### src/rtl/lcd_pattern_gen.sv
// Multi-channel pattern generator feeding the LCD controller's data/we/ready port.
// Optional stall counter output is enabled with `define LCDGEN_STALL_CNT_EN.
module lcd_pattern_gen #(
   parameter  int WIDTH = 32,
   parameter  int NCH   = 4,
   parameter  int PER_W = 26,
   localparam int CH_W  = (NCH > 1) ? $clog2(NCH) : 1
) (
   input  logic             CLK,
   input  logic             RST_X,
   input  logic             en,
   input  logic [1:0]       mode,
   input  logic [PER_W-1:0] period,
   input  logic [WIDTH-1:0] seed,
   input  logic             load,
   input  logic             ready,
   output logic [WIDTH-1:0] data,
   output logic             we,
   output logic [CH_W-1:0]  ch,
   output logic             busy
`ifdef LCDGEN_STALL_CNT_EN
   ,
   output logic [15:0]      stall_cnt
`endif
);

   typedef enum logic [1:0] {IDLE, WAIT_TICK, WAIT_RDY, SEND} state_t;

   localparam logic [WIDTH-1:0] LFSR_MASK = WIDTH'(32'hEDB88320);

   state_t           state, state_nx;
   logic [PER_W-1:0] cnt, cnt_nx;
   logic [WIDTH-1:0] chan [NCH];
   logic [CH_W-1:0]  ptr;
   logic [WIDTH-1:0] data_q;
   logic [CH_W-1:0]  ch_q;
   logic [WIDTH-1:0] cur_val;
   logic [WIDTH-1:0] upd_val;

   // Handshake: the controller raises ready when it can take a word; a write is
   // the single SEND cycle (we=1), entered only from WAIT_RDY with ready=1, and
   // ready is not looked at during SEND itself.
   always_comb begin
      state_nx = state;
      cnt_nx   = cnt;
      case (state)
         IDLE: begin
            if (en) begin
               cnt_nx   = period;
               state_nx = WAIT_TICK;
            end
         end
         WAIT_TICK: begin
            if (!en) begin
               state_nx = IDLE;
            end else if (cnt == '0) begin
               cnt_nx   = period;
               state_nx = WAIT_RDY;
            end else begin
               cnt_nx = cnt - PER_W'(1);
            end
         end
         WAIT_RDY: begin
            if (!en)        state_nx = IDLE;
            else if (ready) state_nx = SEND;
         end
         SEND:    state_nx = en ? WAIT_TICK : IDLE;
         default: state_nx = IDLE;
      endcase
   end

   assign cur_val = chan[ptr];

   always_comb begin
      upd_val = cur_val;
      case (mode)
         2'd0:    upd_val = cur_val + WIDTH'(1);
         2'd1:    upd_val = cur_val - WIDTH'(1);
         2'd2:    upd_val = cur_val[0] ? ((cur_val >> 1) ^ LFSR_MASK) : (cur_val >> 1);
         default: upd_val = cur_val;
      endcase
   end

   // During SEND the live channel value is shown; afterwards the captured copy holds.
   assign we   = (state == SEND);
   assign busy = (state != IDLE);
   assign data = we ? cur_val : data_q;
   assign ch   = we ? ptr : ch_q;

   always_ff @(posedge CLK or negedge RST_X) begin
      if (!RST_X) begin
         state  <= IDLE;
         cnt    <= '0;
         ptr    <= '0;
         data_q <= '0;
         ch_q   <= '0;
         for (int i = 0; i < NCH; i++) chan[i] <= '0;
      end else begin
         state <= state_nx;
         cnt   <= cnt_nx;
         if (we) begin
            data_q <= cur_val;
            ch_q   <= ptr;
         end
         // load wins over the SEND update; the word written this cycle is still the old one
         if (load) begin
            for (int i = 0; i < NCH; i++) chan[i] <= seed;
            ptr <= '0;
         end else if (we) begin
            chan[ptr] <= upd_val;
            ptr       <= (ptr == CH_W'(NCH - 1)) ? '0 : ptr + CH_W'(1);
         end
      end
   end

`ifdef LCDGEN_STALL_CNT_EN
   logic [15:0] stall_q;

   always_ff @(posedge CLK or negedge RST_X) begin
      if (!RST_X) begin
         stall_q <= '0;
      end else if (load) begin
         stall_q <= '0;
      end else if (state == WAIT_RDY && !ready && stall_q != 16'hFFFF) begin
         stall_q <= stall_q + 16'd1;
      end
   end

   assign stall_cnt = stall_q;
`endif

endmodule
### config.mk
export PLATFORM = sky130hd
export DESIGN_NAME = lcd_pattern_gen
export DESIGN_NICKNAME = d
export VERILOG_FILES = /design/src/rtl/lcd_pattern_gen.sv
export SDC_FILE = /design/constraint.sdc
export NUM_CORES = 1
export LEC_CHECK = 0
export CORE_MARGIN = 10
export CORE_UTILIZATION = 31
export CTS_BUF_LIST = sky130_fd_sc_hd__clkbuf_4 sky130_fd_sc_hd__clkbuf_8
export DETAILED_ROUTE_END_ITERATION = 8
export PLACE_DENSITY = 0.46
export SYNTH_ARGS = -nofsm -noshare
export SYNTH_HDL_FRONTEND = slang
export SYNTH_SLANG_ARGS = --single-unit
### constraint.sdc
create_clock -name CLK -period 5.1 [get_ports CLK]
set_input_delay 0.765 -clock CLK [delete_from_list [all_inputs] [get_ports CLK]]
set_output_delay 0.765 -clock CLK [all_outputs]
set_load 0.01 [all_outputs]
After elaboration in Yosys (flattened, before gate mapping)

Cells that the tools add are included.

Register bits: 192
Latch bits: 0
RAM bits: 0
Bits in read-only memories: 0
Output and inout port bits: 36
Word-level logic and storage cells: 62
Memories: 0

$add $sub $neg: 4
Multipliers: 0
Divide/modulo/power cells: 0
Magnitude comparators: 2
Equal/unequal tests: 10
Shift operators: 0
Muxes and demuxes: 26
Bitwise operators: 2
Reduce and logical (&&, ||, !) cells: 9

Operators by type and width:

| kind                  | number |
|---|---|
| $mux 128              | 2 |
| $mux 32               | 5 |
| $bwmux 128            | 1 |
| $pmux 32 s3           | 1 |
| $mux 26               | 3 |
| $bmux 32 s2           | 1 |
| $demux 32 s2          | 1 |
| $pmux 26 s2           | 1 |
| $add 32x1->32 const B | 1 |
| $sub 32x1->32 const B | 1 |
| $logic_not 26->1      | 1 |
| $sub 26x1->26 const B | 1 |
| $mux 2                | 9 |
| $not 13->14           | 1 |
| $eq 2x2->1 const B    | 4 |
| $pmux 2 s4            | 1 |
| $ne 3x3->1 const B    | 2 |
| $reduce_and 3->1      | 2 |
| $reduce_bool 2->1     | 3 |
| $eq 2x1->1 const B    | 2 |
| $logic_not 2->1       | 2 |
| $ne 2x2->1 const B    | 2 |
| $ge 3x3->1 const B    | 1 |
| $lt 3x1->1 const B    | 1 |
| other kinds (4)       | 4 |

Depth between registers and ports, before layout

Gate-level depths: netlist of run 1.

Depth after elaboration: 10
Depth in mapped cells: 17

Worst setup path before layout of run 1

No wires, ideal clock.

Kind: input port to flip-flop
From: input mode[0]
To: register chan[29] (netlist name)
Library setup time: 0.137 ns
Arrival: 4.410 ns
Data required time: 4.963 ns
Path slack: 0.553 ns
Cell stages on the path: 16
Path buffers: 3
Cells stage by stage: clkbuf_1 -> nand2b_1 -> clkbuf_1 -> clkinv_1 -> clkbuf_1 -> ha_1 -> a21oi_1 -> o31a_1 -> nor3_1 -> o21ai_0 -> a211oi_2 -> o31ai_2 -> o21ai_1 -> xor2_1 -> mux2i_1 -> o211ai_1

Longest elaborated chain between the ends: 5
Elaborated cells between the ends (all ways): 7

Ends and longest elaborated chain:

| element                            | RTL line | text |
|---|---|---|
| start: declaration                 | 12       | `input logic [1:0] mode,` |
| $eq 2x2->1 (tied with other cells) | 76       | `case (mode)` |
| $pmux 32 s3 *                      | 76       |  |
| $bwmux 128 *                       | 110      | `chan[ptr] <= upd_val;` |
| $mux 128 *                         | 109      | `end else if (we) begin` |
| $mux 128 *                         | 106      | `if (load) begin` |
| end signal: indexed assignment     | 110      |  |
| end: declaration                   | 33       | `logic [WIDTH-1:0] chan [NCH];` |

Mark *: on every way between the ends. The rest lies on a longest branch, timed or not. The select of a mux whose other input is x is not followed.
A chain may end at the register's enable or synchronous reset.

Worst setup path after layout of run 1

From: register ptr[0]
To: register chan[120] (netlist name)

Longest elaborated chain between the ends: 10
Elaborated cells between the ends (all ways): 17

Ends and longest elaborated chain:

| element                                                               | RTL line | text |
|---|---|---|
| start: declaration                                                    | 34       | `logic [CH_W-1:0] ptr;` |
| start signal: assignment                                              | 111      | `ptr <= (ptr == CH_W'(NCH - 1)) ? '0 : ptr + CH_W'(1);` |
| $not 2->3 (not written as such) *                                     | 72, 110  |  |
| parallel branches: the longest is 6 deep, another holds $sub 32x1->32 | -        |  |
| $bwmux 128 *                                                          | 110      |  |
| $mux 128 *                                                            | 109      |  |
| $mux 128 *                                                            | 106      |  |

Mark *: on every way between the ends. The select of a mux whose other input is x is not followed.

==> results.yml, run 1 <==
finish:
  layout-area-overhead-vs-synth_pct: 14.8
  fin_area_um2: 14300
  final_nets: 1553
  final_cell_count_no_fill: 1996
  diodes: 0
  drive_above_1_share: 0.0795
  fin_util: 0.359
route:
  wl_per_cell_um: 20.0
  totalWireLength_um: 39900
  vias: 10900
  drt_pass1_iterations: 5
  route.antenna.remaining_nets: 0
  viasPerCell: 5.45
  drt_iter0_drc: 924
  drc_errors: 0
floorplan:
  io_pins: 101
  rows: 73
  coreArea_um2: 39700
  die_w_um: 220
  dieArea_um2: 48500
  die_h_um: 220
  initial_core_util: 0.313
global_routing:
  grt_pass1_vias: 10500
  grt_pass1_wl_um: 63000
  grt_usage: 0.165
  antenna_found_initial: 0
  grt_max_degree: 95
  gr-total-overflow: 0
synthesis:
  synth-async-reset-ratio: 1.00
  yosysMostFrequentCell: "nand2_1"
  ys.flop_type: "dfrtp_1"
  yosys.area.top_type: "dfrtp_1"
  synth-edff-count: 0
  synth_area_um2: 12400
  synth.avg_cell_area_um2: 8.74
  synth_top_cell_area_share: 0.386
  ys_top_cells_by_count: "nand2_1, dfrtp_1, o21ai_0, nor2_1, a21oi_1"
  synth_cells: 1423
  synth_cell_types: 76
  yosys-top-cells-area: "dfrtp_1, nand2_1, o21ai_0"
  yosysSeqAreaShare: 0.386
  yosys_warnings: 0
  synth_nets: 1518
  synth-seq-cells: 192
placement:
  dpl.cell_count: 1964
  place_area_um2: 13900
  port_buffers: 100
  gp_congestion: 0.842
  preCtsSetupSlack_ns: 0.585
  dpl.hpwl_um: 28400
cts:
  clk_pin_slew_ns: 0.12
  clock_latency_ns: 0.53
  cts_tree: "built"
  ctsHoldBuffers: 0
  clock-sinks: 192
  cts_buffers: 17
  htreeDepth: 4
  ctsLongestPathBuffers: 2
  root_buffer: "clkbuf_8"
  cts_resized: 0
  post_cts_buffers: 0
setup_path:
  cp_common_cell: "buf_4"
  worst-setup-path-type: "register to register"
  critPathSlowestCell: "dfrtp_2"
  max_stage_delay_ns: 0.75
  cp-end-kind: "register"
  path_cells: "buf_4 -> buf_4 -> mux4_2 -> ha_1 -> a21oi_1 -> o21ai_0 -> a21o_1 -> a21oi_1 -> mux2i_1 -> nand2_1 -> a311oi_1 -> buf_4 -> mux2i_1 -> o21ai_0"
  cp.required_ns: 5.55
  path_max_fanout: 16
  critPathArrivalTime_ns: 5.06
  worstSetupStartpointType: "register"
sta:
  tns_ns: 0
  worstMarginPinSlew_ns: 1.10
  slew_viol_final: 0
  min_period_ns: 4.61
  rsz0062_at_grt: "false"
  finalSetupViolCount: 0
  max_freq_mhz: 217
  finClkSkew_ns: 0.0221
  fin_crit_sh: 0.904
  hold_viol: 0
  hold_slack_ns: 0.272
  slew-limit-headroom: 0.266
  fin_ws_ns: 0.491
min_path:
  hold_class: "input pin to async pin"
run_status:
  outcome: "finished clean"
flow_run:
  drv_cap: 0
power:
  ir_drop_uv: 176
  powerDensity_nw_per_um2: 325
  p_total_mw: 4.64
  leakagePower_nw: 5.77
## flip-flops by register name (all words and copies together) (netlist names)
register and flops:
cnt 26, state 2, ptr 2, chan 128
ch_q 2, data_q 32
## power breakdown
part	internal (mW)	switching, mW	leakage [nW]	total [mW]
sequential	1.79	0.142	2.33	1.93
combinational	0.696	0.944	3.25	1.64
clock	0.411	0.664	0.197	1.07
## final timing paths
kind / startpoint / endpoint / slack [ns] / cells past startpoint
hold / removal: RST_X / data_q[7] / 0.27 / 1
setup / recovery: ptr[0] / chan[120] / 0.49 / 14
max in group asynchronous: RST_X / cnt[1] / 3.68 / 2
setup reg to reg: ptr[0] / chan[120] / 0.49 / 14
hold reg to reg: data_q[17] / data_q[17] / 0.48 / 2
min in group CLK: data_q[17] / data_q[17] / 0.48 / 2
## critical path, delay by kind of cell (launching register included)
| kind | cells | cell delay (ns) |
|---|---|---|
| flip-flops | 1 | 0.75 |
| AO/OA/AOI/OAI | 6 | 1.60 |
| multiplexers | 3 | 0.91 |
| adder cells (fa/ha/maj) | 1 | 0.47 |
| AND/OR/NAND/NOR | 1 | 0.07 |
| buffers and inverters | 3 | 0.71 |
## metal layers
metal / GRT usage / wire, um / vias up
met5: 0 / 0 / -
met4: 0.0379 / 502 / 0
met3: 0.0277 / 1790 / 22
met2: 0.249 / 17700 / 236
met1: 0.241 / 19900 / 5392
li1: - / - / 5223
## layout by cell type (no fill, tap or decap), types with 14 or more instances in the layout
master / netlist / layout
nand2_1: 229 / 229
dfrtp_1: 192 / 191
o21ai_0: 128 / 128
nor2_1: 114 / 114
clkdlybuf4s50_1: 0 / 97
a21oi_1: 88 / 88
mux2i_1: 52 / 52
nor3_1: 48 / 48
o211ai_1: 33 / 33
buf_4: 0 / 31
ha_1: 30 / 30
nand3_1: 29 / 29
xnor2_1: 25 / 25
mux4_2: 24 / 24
a211oi_1: 23 / 23
a211o_1: 19 / 19
nand2b_1: 18 / 18
a21o_1: 18 / 18
clkbuf_8: 0 / 18
nand3b_1: 17 / 17
inv_1: 16 / 16
xor2_1: 14 / 14
nor2b_1: 14 / 14
## layout make-up
cell class / instances / area [um2]
Fill cell: 4161 / 25500
Multi-Input combinational cell: 1097 / 7090
Sequential cell: 192 / 4810
Timing Repair Buffer: 131 / 1240
Tap cell: 525 / 657
Clock buffer: 17 / 234
Clock inverter: 15 / 176
Inverter: 19 / 71.3
## kinds of logic (layout without fill, tap and decap cells)
kind of cell,after synthesis,in the layout,synth area share
AO/OA/AOI/OAI,412,412,0.212
XOR/XNOR,39,39,0.0275
adder cells (fa/ha/maj),30,30,0.0302
buffers and inverters,134,182,0.0449
flip-flops,192,192,0.386
multiplexers,86,86,0.104
AND/OR/NAND/NOR,530,530,0.194
No activity file was read; power rests on OpenSTA's default activity.
==> inputs of run 2 (changes only) <==
- CAP_MARGIN: not set -> 40
- REMOVE_ABC_BUFFERS: not set -> 1
==> run 2 against run 1 <==
  * Cell count rose by 0.25%
  * Combinational power barely moved
  * Critical path depth fell by 1
  * Highest routed layer is now met5
  * Clock power rose by 7%
  * First-iteration DRC count fell by 14%
  * Largest cell class unchanged
  * Worst setup slack improved by 0.020 ns
  * Clock skew fell by 0.0058 ns
  * Maximum frequency rose by 0.44%
  * Total power rose by 0.86%
  * Non-clock buffer count rose by 5
  * Routed wire length rose by 0.50%
  * Sequential share of layout area fell by 0.38 points
==> results.yml, run 2 (same netlist as run 1, synthesis figures left out) <==
setup_path:
  rr_startpoint: "ptr[0]"
  cp_common_cell: "a21oi_1"
  path_cells: "buf_4 -> mux4_2 -> ha_1 -> a21o_1 -> a21oi_1 -> nor2_1 -> a311oi_2 -> a21oi_1 -> o31ai_2 -> o21ai_1 -> xor2_1 -> mux2i_1 -> o211ai_1"
  rrSetupSlack_ns: 0.51
  cp-end-kind: "register"
  critPathArrivalTime_ns: 4.99
  max_stage_delay_ns: 0.81
  worstSetupStartpointType: "register"
  worst-setup-path-type: "register to register"
  reg2reg_to: "chan[61]"
  crit_end: "chan[61]"
  critPathSlowestCell: "dfrtp_2"
  worstSetupStartpoint: "ptr[0]"
  cp.required_ns: 5.50
  rr_worst_depth: 13
  path_max_fanout: 16
placement:
  preCtsSetupSlack_ns: 0.548
  dpl.hpwl_um: 28100
  dpl.cell_count: 1969
  gp_congestion: 0.847
  port_buffers: 100
power:
  leakagePower_nw: 5.85
  ir_drop_uv: 173
  p_clk_frac: 0.245
  seqPwrFrac: 0.411
  p_int_mw: 2.98
  powerDensity_nw_per_um2: 324
  p_total_mw: 4.68
  power_frac_comb: 0.344
  power.switching_mw: 1.70
  switching_share: 0.363
global_routing:
  grt_pass1_vias: 10800
  grt_usage: 0.166
  grt_util_met1: 0.229
  met3_usage: 0.0303
  top_usage_layer: "met2"
  gr-total-overflow: 0
  grt_max_degree: 85
  gr-usage-met2: 0.263
  grt_pass1_wl_um: 63700
  antenna_found_initial: 2
sta:
  min_period_ns: 4.59
  fin_ws_ns: 0.511
  slew_viol_final: 0
  hold_slack_ns: 0.165
  slew-limit-headroom: 0.473
  hold_viol: 0
  max_freq_mhz: 218
  worstMarginPinSlew_ns: 0.790
  tns_ns: 0
  finalSetupViolCount: 0
  rsz0062_at_grt: "false"
  finClkSkew_ns: 0.0163
  fin_crit_sh: 0.900
cts:
  clk_pin_slew_ns: 0.12
  cts_buffers: 17
  post_cts_buffers: 0
  cts_resized: 0
  htreeDepth: 4
  root_buffer: "clkbuf_8"
  cts_tree: "built"
  clock-sinks: 192
  ctsHoldBuffers: 0
  clock_latency_ns: 0.53
  ctsLongestPathBuffers: 2
route:
  wl_per_cell_um: 20.0
  viasPerCell: 5.41
  drt_pass1_iterations: 7
  totalWireLength_um: 40100
  vias: 10800
  route.antenna.remaining_nets: 0
  drc_errors: 0
  drt_iter0_drc: 796
finish:
  n_fill_cell: 4108
  final_nets: 1558
  multi_input_area_um2: 7090
  final_cell_count_no_fill: 2001
  layout-area-overhead-vs-synth_pct: 16.1
  final_common_cell: "nand2_1"
  diodes: 0
  largest-register: "chan"
  top_regs: "chan x128, data_q x32, cnt x26"
  layout_common_cells: "nand2_1, dfrtp_1, o21ai_0"
  drive_above_1_share: 0.0840
  seq_area_um2: 4810
  largest_register_ffs: 128
floorplan:
  rows: 73
  coreArea_um2: 39700
  io_pins: 101
  dieArea_um2: 48500
  initial_core_util: 0.313
  die_h_um: 220
  die_w_um: 220
run_status:
  outcome: "finished clean"
flow_run:
  drv_cap: 0
min_path:
  hold_class: "input pin to async pin"
[run 2: layout make-up]
class                      count  area share
timing repair buffer         136      0.0949
sequential                   192       0.333
clock buffer                  17      0.0162
inverter                      19     0.00494
tap                          525      0.0455
clock inverter                15      0.0144
multi-input combinational   1097       0.491
[run 2: critical path: cells and delay by family, from the launching register on]
kind	cells	cell delay [ns]
simple gates	1	0.06
fa+ha+maj	1	0.39
flops	1	0.81
compound gates	7	1.55
mux	2	1.06
buf+inv	1	0.40
xor+xnor	1	0.18
[run 2: power groups by stage]
stage	Clock, mW	Sequential, mW	Combinational, mW
floorplan	0	1.92	0.955
global placement	0	1.95	1.61
detailed placement	0	1.96	1.62
CTS	1.20	1.93	1.63
global route	1.24	1.96	1.80
finish	1.15	1.92	1.61
[run 2: routing by layer]
layer | part of all wire | vias up
met5 | 0.00055 | -
met4 | 0.013 | 4
met3 | 0.042 | 28
met2 | 0.46 | 222
met1 | 0.48 | 5345
li1 | - | 5232
[run 2: worst min-delay path by stage]
stage,to,slack [ns],cells past startpoint
floorplan,cnt[21],0.44,2
global placement,data_q[10],0.45,2
detailed placement,data_q[10],0.46,2
CTS,chan[0],0.14,1
global route,data_q[2],0.16,1
finish,chan[0],0.16,1
[run 2: through the flow]
step | util | area [um2]
2_1_floorplan | - | 11900
3_3_place_gp | 0.348 | 13800
5_1_grt | 0.363 | 14400
6_report | 0.363 | 14400
3_5_place_dp | 0.352 | 14000
4_1_cts | 0.363 | 14400
